File: src/rtl/adding_machine_loader.sv
// ----------------------------------------------------------------------------
// adding_machine_loader
//   Writes a burst of N 32-bit words from a valid/ready stream into the adding
//   machine's word memory at consecutive word addresses starting at 0.
//
// Ports
//   clk        in   rising-edge clock
//   reset      in   asynchronous active-low reset
//   start      in   begin a burst (honoured in IDLE only)
//   count      in   number of words in the burst (sampled with start)
//   in_valid   in   source presents in_data
//   in_data    in   word to store
//   in_ready   out  loader accepts in_data this cycle (high in LOAD)
//   mem_we     out  registered memory write enable
//   mem_addr   out  registered byte address {index, 2'b00}
//   mem_wdata  out  registered write data
//   busy       out  high in LOAD or DONE
//   done       out  one-cycle pulse when the burst completes
//   sum        out  running mod-2^32 sum of accepted words
//
// Configuration
//   CHECKSUM_EN  defined: sum register and adder are built.
//                undefined: sum is tied to zero.
// ----------------------------------------------------------------------------
module adding_machine_loader #(
    parameter int unsigned ADDR_W = 30
) (
    input  logic              clk,
    input  logic              reset,
    input  logic              start,
    input  logic [ADDR_W-1:0] count,
    input  logic              in_valid,
    input  logic [31:0]       in_data,
    output logic              in_ready,
    output logic              mem_we,
    output logic [31:0]       mem_addr,
    output logic [31:0]       mem_wdata,
    output logic              busy,
    output logic              done,
    output logic [31:0]       sum
);

    typedef enum logic [1:0] {
        IDLE = 2'd0,
        LOAD = 2'd1,
        DONE = 2'd2
    } state_t;

    state_t            state;
    state_t            state_nxt;
    logic [ADDR_W-1:0] index;
    logic [ADDR_W-1:0] remaining;
    logic              accept;
    logic              launch;

    assign accept = in_valid && in_ready;
    assign launch = (state == IDLE) && start;

    always_ff @(posedge clk or negedge reset) begin
        if (!reset) begin
            state <= IDLE;
        end else begin
            state <= state_nxt;
        end
    end

    always_comb begin
        state_nxt = state;
        in_ready  = 1'b0;
        busy      = 1'b1;
        done      = 1'b0;
        case (state)
            IDLE: begin
                busy = 1'b0;
                if (start) begin
                    state_nxt = (count == '0) ? DONE : LOAD;
                end
            end
            LOAD: begin
                in_ready = 1'b1;
                if (in_valid && remaining == ADDR_W'(1)) begin
                    state_nxt = DONE;
                end
            end
            DONE: begin
                // DONE lasts one cycle, so done doubles as its state decode;
                // it lines up with mem_we of the final word.
                done      = 1'b1;
                state_nxt = IDLE;
            end
            default: begin
                busy      = 1'b0;
                state_nxt = IDLE;
            end
        endcase
    end

    always_ff @(posedge clk or negedge reset) begin
        if (!reset) begin
            index     <= '0;
            remaining <= '0;
            mem_we    <= 1'b0;
            mem_addr  <= '0;
            mem_wdata <= '0;
        end else begin
            mem_we <= 1'b0;
            if (launch) begin
                index     <= '0;
                remaining <= count;
            end
            if (accept) begin
                mem_we    <= 1'b1;
                mem_addr  <= 32'({index, 2'b00});
                mem_wdata <= in_data;
                index     <= index + ADDR_W'(1);
                remaining <= remaining - ADDR_W'(1);
            end
        end
    end

`ifdef CHECKSUM_EN
    logic [31:0] sum_q;

    always_ff @(posedge clk or negedge reset) begin
        if (!reset) begin
            sum_q <= '0;
        end else if (launch) begin
            sum_q <= '0;
        end else if (accept) begin
            sum_q <= sum_q + in_data;
        end
    end

    assign sum = sum_q;
`else
    assign sum = '0;
`endif

endmodule

File: config.mk
export PLATFORM = sky130hd
export DESIGN_NAME = adding_machine_loader
export DESIGN_NICKNAME = d
export VERILOG_FILES = /design/src/rtl/adding_machine_loader.sv
export SDC_FILE = /design/constraint.sdc
export NUM_CORES = 1
export LEC_CHECK = 0
export CORE_ASPECT_RATIO = 0.9
export CORE_MARGIN = 2
export CORE_UTILIZATION = 54
export CTS_BUF_LIST = sky130_fd_sc_hd__clkbuf_8
export CTS_CLUSTER_DIAMETER = 30
export CTS_CLUSTER_SIZE = 24
export DETAILED_ROUTE_END_ITERATION = 6
export PLACE_DENSITY = 0.88
export SKIP_CTS_REPAIR_TIMING = 1
export SYNTH_ARGS = -nofsm -noshare
export SYNTH_HDL_FRONTEND = slang
export SYNTH_SLANG_ARGS = --single-unit
File: constraint.sdc
create_clock -name clk -period 3.49 [get_ports clk]
set_clock_uncertainty 0.2 [all_clocks]
set_input_delay 0.349 -clock clk [delete_from_list [all_inputs] [get_ports clk]]
set_output_delay 0.349 -clock clk [all_outputs]
set_load 0.03 [all_outputs]
Word-level counts from Yosys, hierarchy flattened. Cells that the tools add are included.

Flip-flop bits (word level): 125. Bits in latches: 0. Memory bits (writable): 0. ROM bits: 0. Input bits: 66. Output and inout port bits: 100. Word-level logic and storage cells: 33. Memories kept: 0.

Add/subtract/negate cells: 2. Multiply operators: 0. Divide/modulo/power cells: 0. Magnitude comparators: 0. Eq/ne operators: 5. Shift-type cells: 0. Mux-type cells: 12. Bitwise gates (word level): 0. Reduce and logical (&&, ||, !) cells: 8.

Operator list (number): two-way mux 30 bit (4); adder 30 x 1 -> 30 bit (second input constant) (1); equality test 30 x 1 -> 1 bit (second input constant) (1); zero test 30 bit (1); subtractor 30 x 1 -> 30 bit (second input constant) (1); two-way mux 2 bit (3); two-way mux 1 bit (4); != test 2 bit (second input constant) (2); case mux 2 bit (2 select lines) (1); logical AND 1 bit (3); equality test 2 x 1 -> 1 bit (second input constant) (1); equality test 2 bit (second input constant) (1); zero test 2 bit (1); AND reduction 2 bit (1); nonzero test 2 bit (1); OR reduction 2 bit (1).

Longest topological paths before layout. Gate-level depths: netlist of the first run.

Depth in word-level cells: 4. Depth in mapped cells: 9. Depth with buffers taken out: 8.

Least setup slack after synthesis of the first run. OpenSTA, ideal clock, no wires.

Kind: register -> register. Start point: register state[1]. End point: register index[29]. Setup time: 140 ps. Arrival time: 2112 ps. Required time: 3150 ps. Slack: 1038 ps. Cell stages (with the launch flop): 8. Buffers on the path: 0. Period minus slack after synthesis: 2452 ps. Path through: dfrtp_1 > inv_1 > ha_1 > nand3_1 > nor3_1 > nand3_1 > o311ai_0 > o41ai_1.

Longest elaborated chain between the ends: 4. Elaborated cells between the ends (all ways): 7. Those cells by class: eq/ne: 1; mux: 2; reduce/logical: 4.

RTL lines: from (decl) (line 49) `state_t state;`; from (signal assigned) (line 63) `state <= state_nxt;`; equality test 2 x 1 -> 1 bit * (line 72) `case (state)`; two-way mux 1 bit * (line 72); named net in_ready (line 34) `output logic in_ready,`; logical AND 1 bit * (line 56) `assign accept = in_valid && in_ready;`; two-way mux 30 bit or nonzero test 2 bit (tied branches); to (signal assigned) (line 115) `index <= index + ADDR_W'(1);`; to (decl) (line 51) `logic [ADDR_W-1:0] index;`.

The timed path passes the listed nets; every way through them passes the cells marked *. A chain may end at the register's enable or synchronous reset.

Worst setup path after layout of the first run.
Start point: register state[1]. End point: register index[29].

Longest elaborated chain between the ends: 4. Elaborated cells between the ends (all ways): 7. Those cells by class: eq/ne: 1; mux: 2; reduce/logical: 4.

RTL lines (line): equality test 2 x 1 -> 1 bit (72); two-way mux 1 bit (72); logical AND 1 bit (56); two-way mux 30 bit or nonzero test 2 bit (tied branches).

Parallel ways exist; a longest one is shown, timed or not.

==> impl_metrics.yaml, run 1 <==
worst_hold_path:
  hold_path.class: "input port to asynchronous set/reset pin"
synthesis:
  synth_top_family_by_area: "simple AND/OR/NAND/NOR gates"
  synth.distinct_cells: 52
  synth_cells: 706
  synth-compound-area-share_pct: 15.03
  avgSynthCellArea_um2: 8.750
  synthSimpleGateAreaFrac_pct: 25.60
  synth-adder-area-share_pct: 1.215
  async_flop_share_pct: 100.0
  yosysWarnings: 0
  synth_area_um2: 6177
  synth_edf_count: 0
  synth-seq-cells: 125
  muxShareOfSynthArea_pct: 0.3241
  synth-xor-area-share_pct: 0
  yosysSeqAreaShare_pct: 50.64
  synth_flop_cell: "dfrtp_1"
sta:
  period_share_pct: 81.06
  slew_viol_final: 0
  fmax_mhz: 353.5
  rsz0062_at_grt: "no"
  hold_slack_ps: 230.9
  worst_pin_slew_ps: 971.6
  finalSetupViolCount: 0
  final_hold_viol_count: 0
  setup_tns_ps: 0
  min_period_ps: 2829
  relSlewSlack_pct: 34.98
global_route:
  antenna_found_initial: 0
  grt_pass1_vias: 5703
  grt.total_usage_pct: 27.59
  grt_max_degree: 82
  grt_pass1_wl_um: 27030
  grt_remaining_overflow: 0
setup_path:
  cp_slowest_cell: "nor3_1"
  path_cells: "inv_1 > ha_1 > nand3_1 > nor3_1 > nand3_1 > o311ai_0 > o41ai_1"
  start_kind: "flip-flop"
  crit_path_frequent_cell: "nand3_1"
  path_delay_family: "simple AND/OR/NAND/NOR gates"
  worstSetupEndpointType: "flip-flop"
  path_class: "flip-flop to flip-flop"
  critical_path_required_ps: 3590
  critPathMaxStageDelay_ps: 490
  path_buf_inv: 1
  cp.arrival_ps: 2920
  worstPathMaxFanout: 10
cts:
  root_buffer: "clkbuf_8"
  cts_buffers: 17
  clk_path_buf_depth: 2
  ctsHtreeMaxLevel: 4
  cts_tree: "yes"
  path_clk_slew_ps: 80
  worst_skew_pair.late_latency_ps: 440
  clkSinkCount: 125
pwr:
  p_per_area_nw_per_um2: 701.8
  ir_drop_uv: 521.9
  p_leak_nw: 3.557
cells_and_area:
  finalNonFillerCells: 1002
  nets: 906
  n_antenna_cell: 0
  finish.instance_area_um2: 7911
  syn_to_final_growth_pct: 28.07
  drive_gt1_share_pct: 6.265
routing:
  routed_via_density: 5.826
  vias: 5838
  drc: 0
  drtAntennaViolNets: 0
  routedWlPerCell_um: 16.19
  drt-pass1-iter-count: 5
  drtIter0Drc: 615
  finalWirelength_um: 16220
floorplan:
  ios: 166
  core_area_um2: 11300
  start_util_pct: 54.69
  fp.dieArea_um2: 12310
  die_y_um: 105.5
  core.rowCount: 37
  die_x_um: 116.7
placed_design:
  port-buffer-count: 131
  dpl.hpwl_um: 11060
  dp_cells: 970
  place_area_um2: 7527
  globalplace.congestion: 0.8601
flow_run:
  drv_cap: 0
run_status:
  status: "finished clean"
-- Yosys cell counts, types with 2 or more instances --
cell type	instances	share of area (%)
a211oi_1	7	0.85
a21oi_1	21	1.7
a22o_1	4	0.57
a311oi_1	15	2.1
a31oi_1	10	1.0
a32oi_1	2	0.28
and3_1	10	1.0
and4_1	3	0.43
buf_1	4	0.24
buf_4	34	4.1
clkbuf_1	29	1.8
dfrtp_1	125	51
ha_1	6	1.2
inv_1	11	0.67
mux2i_1	2	0.32
nand2_1	218	13
nand2b_1	2	0.20
nand3_1	20	1.6
nand4_1	10	1.0
nor2_1	41	2.5
nor3_1	15	1.2
nor4_1	20	2.0
o211ai_1	7	0.85
o21ai_0	33	2.7
o22ai_1	3	0.30
o311ai_0	5	0.71
o31ai_1	11	1.3
o41ai_1	6	0.85
or3_1	5	0.51
or4_1	5	0.61
-- per-layer routing --
layer,global-route usage (%),wire [um]
met4,13.70,613
met1,37.45,6615
met5,0,0
met2,41.62,7786
met3,6.383,1208
-- power by group --
group | internal (mW) | switching [mW]
registers | 1.83 | 0.351
clock network | 0.638 | 0.569
logic | 0.816 | 1.35
-- cells by family (layout without fill, tap and decap cells) --
| family | count (synthesis) | count (layout) |
|---|---|---|
| compound gates | 134 | 134 |
| mux | 2 | 2 |
| other cells | 1 | 34 |
| simple gates | 357 | 357 |
| fa+ha+maj | 6 | 6 |
| buf+inv | 81 | 188 |
| flops | 125 | 125 |
-- through the flow --
step	total power, mW	setup slack (ps)	utilization, %
2_1_floorplan	3.504	1038	-
3_5_place_dp	4.331	661.6	66.64
5_1_grt	5.848	450.6	70.04
3_3_place_gp	4.220	805.2	66.64
6_report	5.552	660.9	70.04
4_1_cts	5.542	713.9	69.95
-- sequential cells by signal, indices dropped and copies added, names as in the netlist --
name / cells
mem_we: 1
remaining: 30
index: 30
mem_addr: 30
state: 2
mem_wdata: 32
-- final timing paths --
check	endpoint	start	depth (start not counted)	slack, ps
min in group clk	mem_wdata[5]$_DFFE_PN0P_	in_data[5]	3	230
setup / recovery	index[29]$_DFFE_PN0P_	state[1]$_DFFE_PN0P_	7	660
hold reg to reg	mem_addr[28]$_DFFE_PN0P_	mem_addr[28]$_DFFE_PN0P_	2	280
hold / removal	mem_wdata[4]$_DFFE_PN0P_	reset	2	230
setup reg to reg	index[29]$_DFFE_PN0P_	state[1]$_DFFE_PN0P_	7	660
max in group asynchronous	remaining[7]$_DFFE_PN0P_	reset	3	2010
-- cell usage in the layout (no fill, tap or decap), types with 2 or more instances in the layout --
master / synthesis / final
a211oi_1: 7 / 7
a21oi_1: 21 / 21
a22o_1: 4 / 4
a311oi_1: 15 / 15
a31oi_1: 10 / 10
a32oi_1: 2 / 2
and3_1: 10 / 10
and4_1: 3 / 3
buf_4: 34 / 13
bufinv_16: 0 / 2
clkbuf_8: 0 / 18
clkdlybuf4s50_1: 0 / 130
clkinv_2: 0 / 5
clkinvlp_4: 0 / 5
conb_1: 1 / 34
dfrtp_1: 125 / 125
ha_1: 6 / 6
inv_1: 11 / 12
mux2i_1: 2 / 2
nand2_1: 218 / 217
nand2b_1: 2 / 2
nand3_1: 20 / 20
nand4_1: 10 / 10
nor2_1: 41 / 41
nor3_1: 15 / 15
nor4_1: 20 / 20
o211ai_1: 7 / 7
o21ai_0: 33 / 33
o22ai_1: 3 / 3
o311ai_0: 5 / 5
o31ai_1: 11 / 11
o41ai_1: 6 / 6
or3_1: 5 / 5
or4_1: 5 / 5
-- layout make-up --
type	count	area [um^2]
tap	156	195.2
clock inverter	13	126.4
fill	867	3385
sequential	125	3128
clock buffer	18	247.7
timing repair buffer	145	1429
inverter	12	45.04
multi-input combinational	533	2740
Power figures use the tool's default switching activity.
==> run 2, diff against run 1 <==
--- a/config.mk
+++ b/config.mk
@@ -7,12 +7,12 @@
 export LEC_CHECK = 0
 export CORE_ASPECT_RATIO = 0.9
 export CORE_MARGIN = 2
-export CORE_UTILIZATION = 54
+export CORE_UTILIZATION = 45
 export CTS_BUF_LIST = sky130_fd_sc_hd__clkbuf_8
 export CTS_CLUSTER_DIAMETER = 30
 export CTS_CLUSTER_SIZE = 24
 export DETAILED_ROUTE_END_ITERATION = 6
-export PLACE_DENSITY = 0.88
+export PLACE_DENSITY = 0.78
 export SKIP_CTS_REPAIR_TIMING = 1
 export SYNTH_ARGS = -nofsm -noshare
 export SYNTH_HDL_FRONTEND = slang
==> constraint.sdc (replaced) <==
create_clock -name clk -period 2.5 [get_ports clk]
set_clock_uncertainty 0.2 [all_clocks]
set_input_delay 0.25 -clock clk [delete_from_list [all_inputs] [get_ports clk]]
set_output_delay 0.25 -clock clk [all_outputs]
set_load 0.03 [all_outputs]
==> impl_metrics.yaml, run 2 (synthesis results as in run 1) <==
cts:
  cts_buffers: 17
  clkSinkCount: 125
  ctsHtreeMaxLevel: 4
  root_buffer: "clkbuf_8"
  clk_path_buf_depth: 2
  path_clk_slew_ps: 70
  cts_tree: "yes"
  worst_skew_pair.late_latency_ps: 440
routing:
  routed_via_density: 5.484
  finalWirelength_um: 15870
  drt-pass1-iter-count: 7
  routedWlPerCell_um: 15.40
  vias: 5649
  drtAntennaViolNets: 0
  drtIter0Drc: 437
  drc: 3
cells_and_area:
  finish.instance_area_um2: 8128
  finalNonFillerCells: 1030
  multi_input_area_um2: 2754
  nets: 921
  syn_to_final_growth_pct: 31.58
  n_antenna_cell: 0
  final_cell_mix: "217 x nand2_1, 129 x clkdlybuf4s50_1, 125 x dfrtp_1"
  ff_latch_area_um2: 3128
  regMostFlops: "mem_wdata"
  drive_gt1_share_pct: 7.657
  fillers: 1149
  largest_register_ff_count: 32
  final_common_cell: "nand2_1"
global_route:
  grt_remaining_overflow: 0
  grt_pass1_wl_um: 26430
  grt_max_degree: 69
  grt_pass1_vias: 5230
  antenna_found_initial: 0
  grt.total_usage_pct: 22.49
pwr:
  total_power_mw: 7.878
  ir_drop_uv: 701.1
  p_leak_nw: 3.704
  p_per_area_nw_per_um2: 969.3
worst_hold_path:
  min-delay-start: "in_data[30]"
  hold_path.class: "input port to flip-flop"
setup_path:
  path_buf_inv: 0
  critPathMaxStageDelay_ps: 550
  path_cells: "or4_4 > or3_4 > or2_1 > or4_1 > nand3_1"
  r2r_slack_ps: 80
  path_class: "flip-flop to flip-flop"
  cp.arrival_ps: 2600
  start_kind: "flip-flop"
  crit_start: "remaining[14]$_DFFE_PN0P_"
  cp_slowest_cell: "or4_4"
  path_delay_family: "simple AND/OR/NAND/NOR gates"
  worstPathMaxFanout: 6
  r2r_start: "remaining[14]$_DFFE_PN0P_"
  worstSetupEndpointType: "flip-flop"
  critical_path_required_ps: 2680
floorplan:
  core.rowCount: 40
  fp.dieArea_um2: 14680
  core_area_um2: 13360
  ios: 166
  die_y_um: 115.2
  die_x_um: 127.5
  start_util_pct: 46.23
sta:
  rsz0062_at_grt: "no"
  min_period_ps: 2419
  slew_viol_final: 0
  worst_pin_slew_ps: 581.6
  finalSetupViolCount: 0
  final_hold_viol_count: 0
  period_share_pct: 96.77
  fmax_mhz: 413.4
  relSlewSlack_pct: 61.23
run_status:
  violations: "DRC"
  status: "finished, violations left"
placed_design:
  dpl.hpwl_um: 10960
  dp_cells: 996
  place_area_um2: 7726
  port-buffer-count: 131
  globalplace.congestion: 0.8598
flow_run:
  drv_cap: 0
[run 2: through the flow]
step / util [%] / worst slack (ps) / setup TNS (ps) / hold WS (ps)
floorplan: - / 48.42 / 0 / -245.6
global placement: 57.82 / 79.46 / 0 / 94.49
detailed placement: 57.82 / -6.670 / -6.670 / 87.67
CTS: 60.60 / -67.14 / -91.73 / -401.0
global route: 60.82 / 5.086 / 0 / 103.3
finish: 60.82 / 80.75 / 0 / 134.2
[run 2: layout make-up]
cell class | count | share of cell area (%)
Multi-Input combinational cell | 533 | 33.88
Timing Repair Buffer | 160 | 19.92
Sequential cell | 125 | 38.49
Clock buffer | 19 | 3.217
Tap cell | 168 | 2.586
Inverter | 12 | 0.5542
Clock inverter | 13 | 1.355
[run 2: report_power, final]
group / total, mW / internal [mW] / switching, mW / leakage, nW
clock: 1.69 / 0.909 / 0.780 / 0.213
combinational: 3.20 / 1.28 / 1.92 / 1.87
sequential: 2.99 / 2.55 / 0.445 / 1.62
total: 7.88 / 4.73 / 3.14 / 3.70
[run 2: path summary, 6_finish.rpt]
kind | endpoint | cells after the start
max | remaining[22]$_DFFE_PN0P_ | 5
min | mem_wdata[30]$_DFFE_PN0P_ | 3
max reg2reg | remaining[22]$_DFFE_PN0P_ | 5
min reg2reg | mem_wdata[25]$_DFFE_PN0P_ | 2
max in group asynchronous | mem_wdata[4]$_DFFE_PN0P_ | 3
min in group asynchronous | remaining[12]$_DFFE_PN0P_ | 2
[run 2: tightest hold or removal path, stage by stage]
cell and delay (ps):
clkdlybuf4s50_1 390, nand2_1 50, nand2_1 40
[run 2: per-layer routing]
layer  global-route usage, %  share of wire, %  vias up
met5                       0                 0        -
met2                   34.40                48      210
met4                   7.619               1.7        0
li1                        -                 -     2714
met3                   5.956               6.4       25
met1                   31.33                44     2700
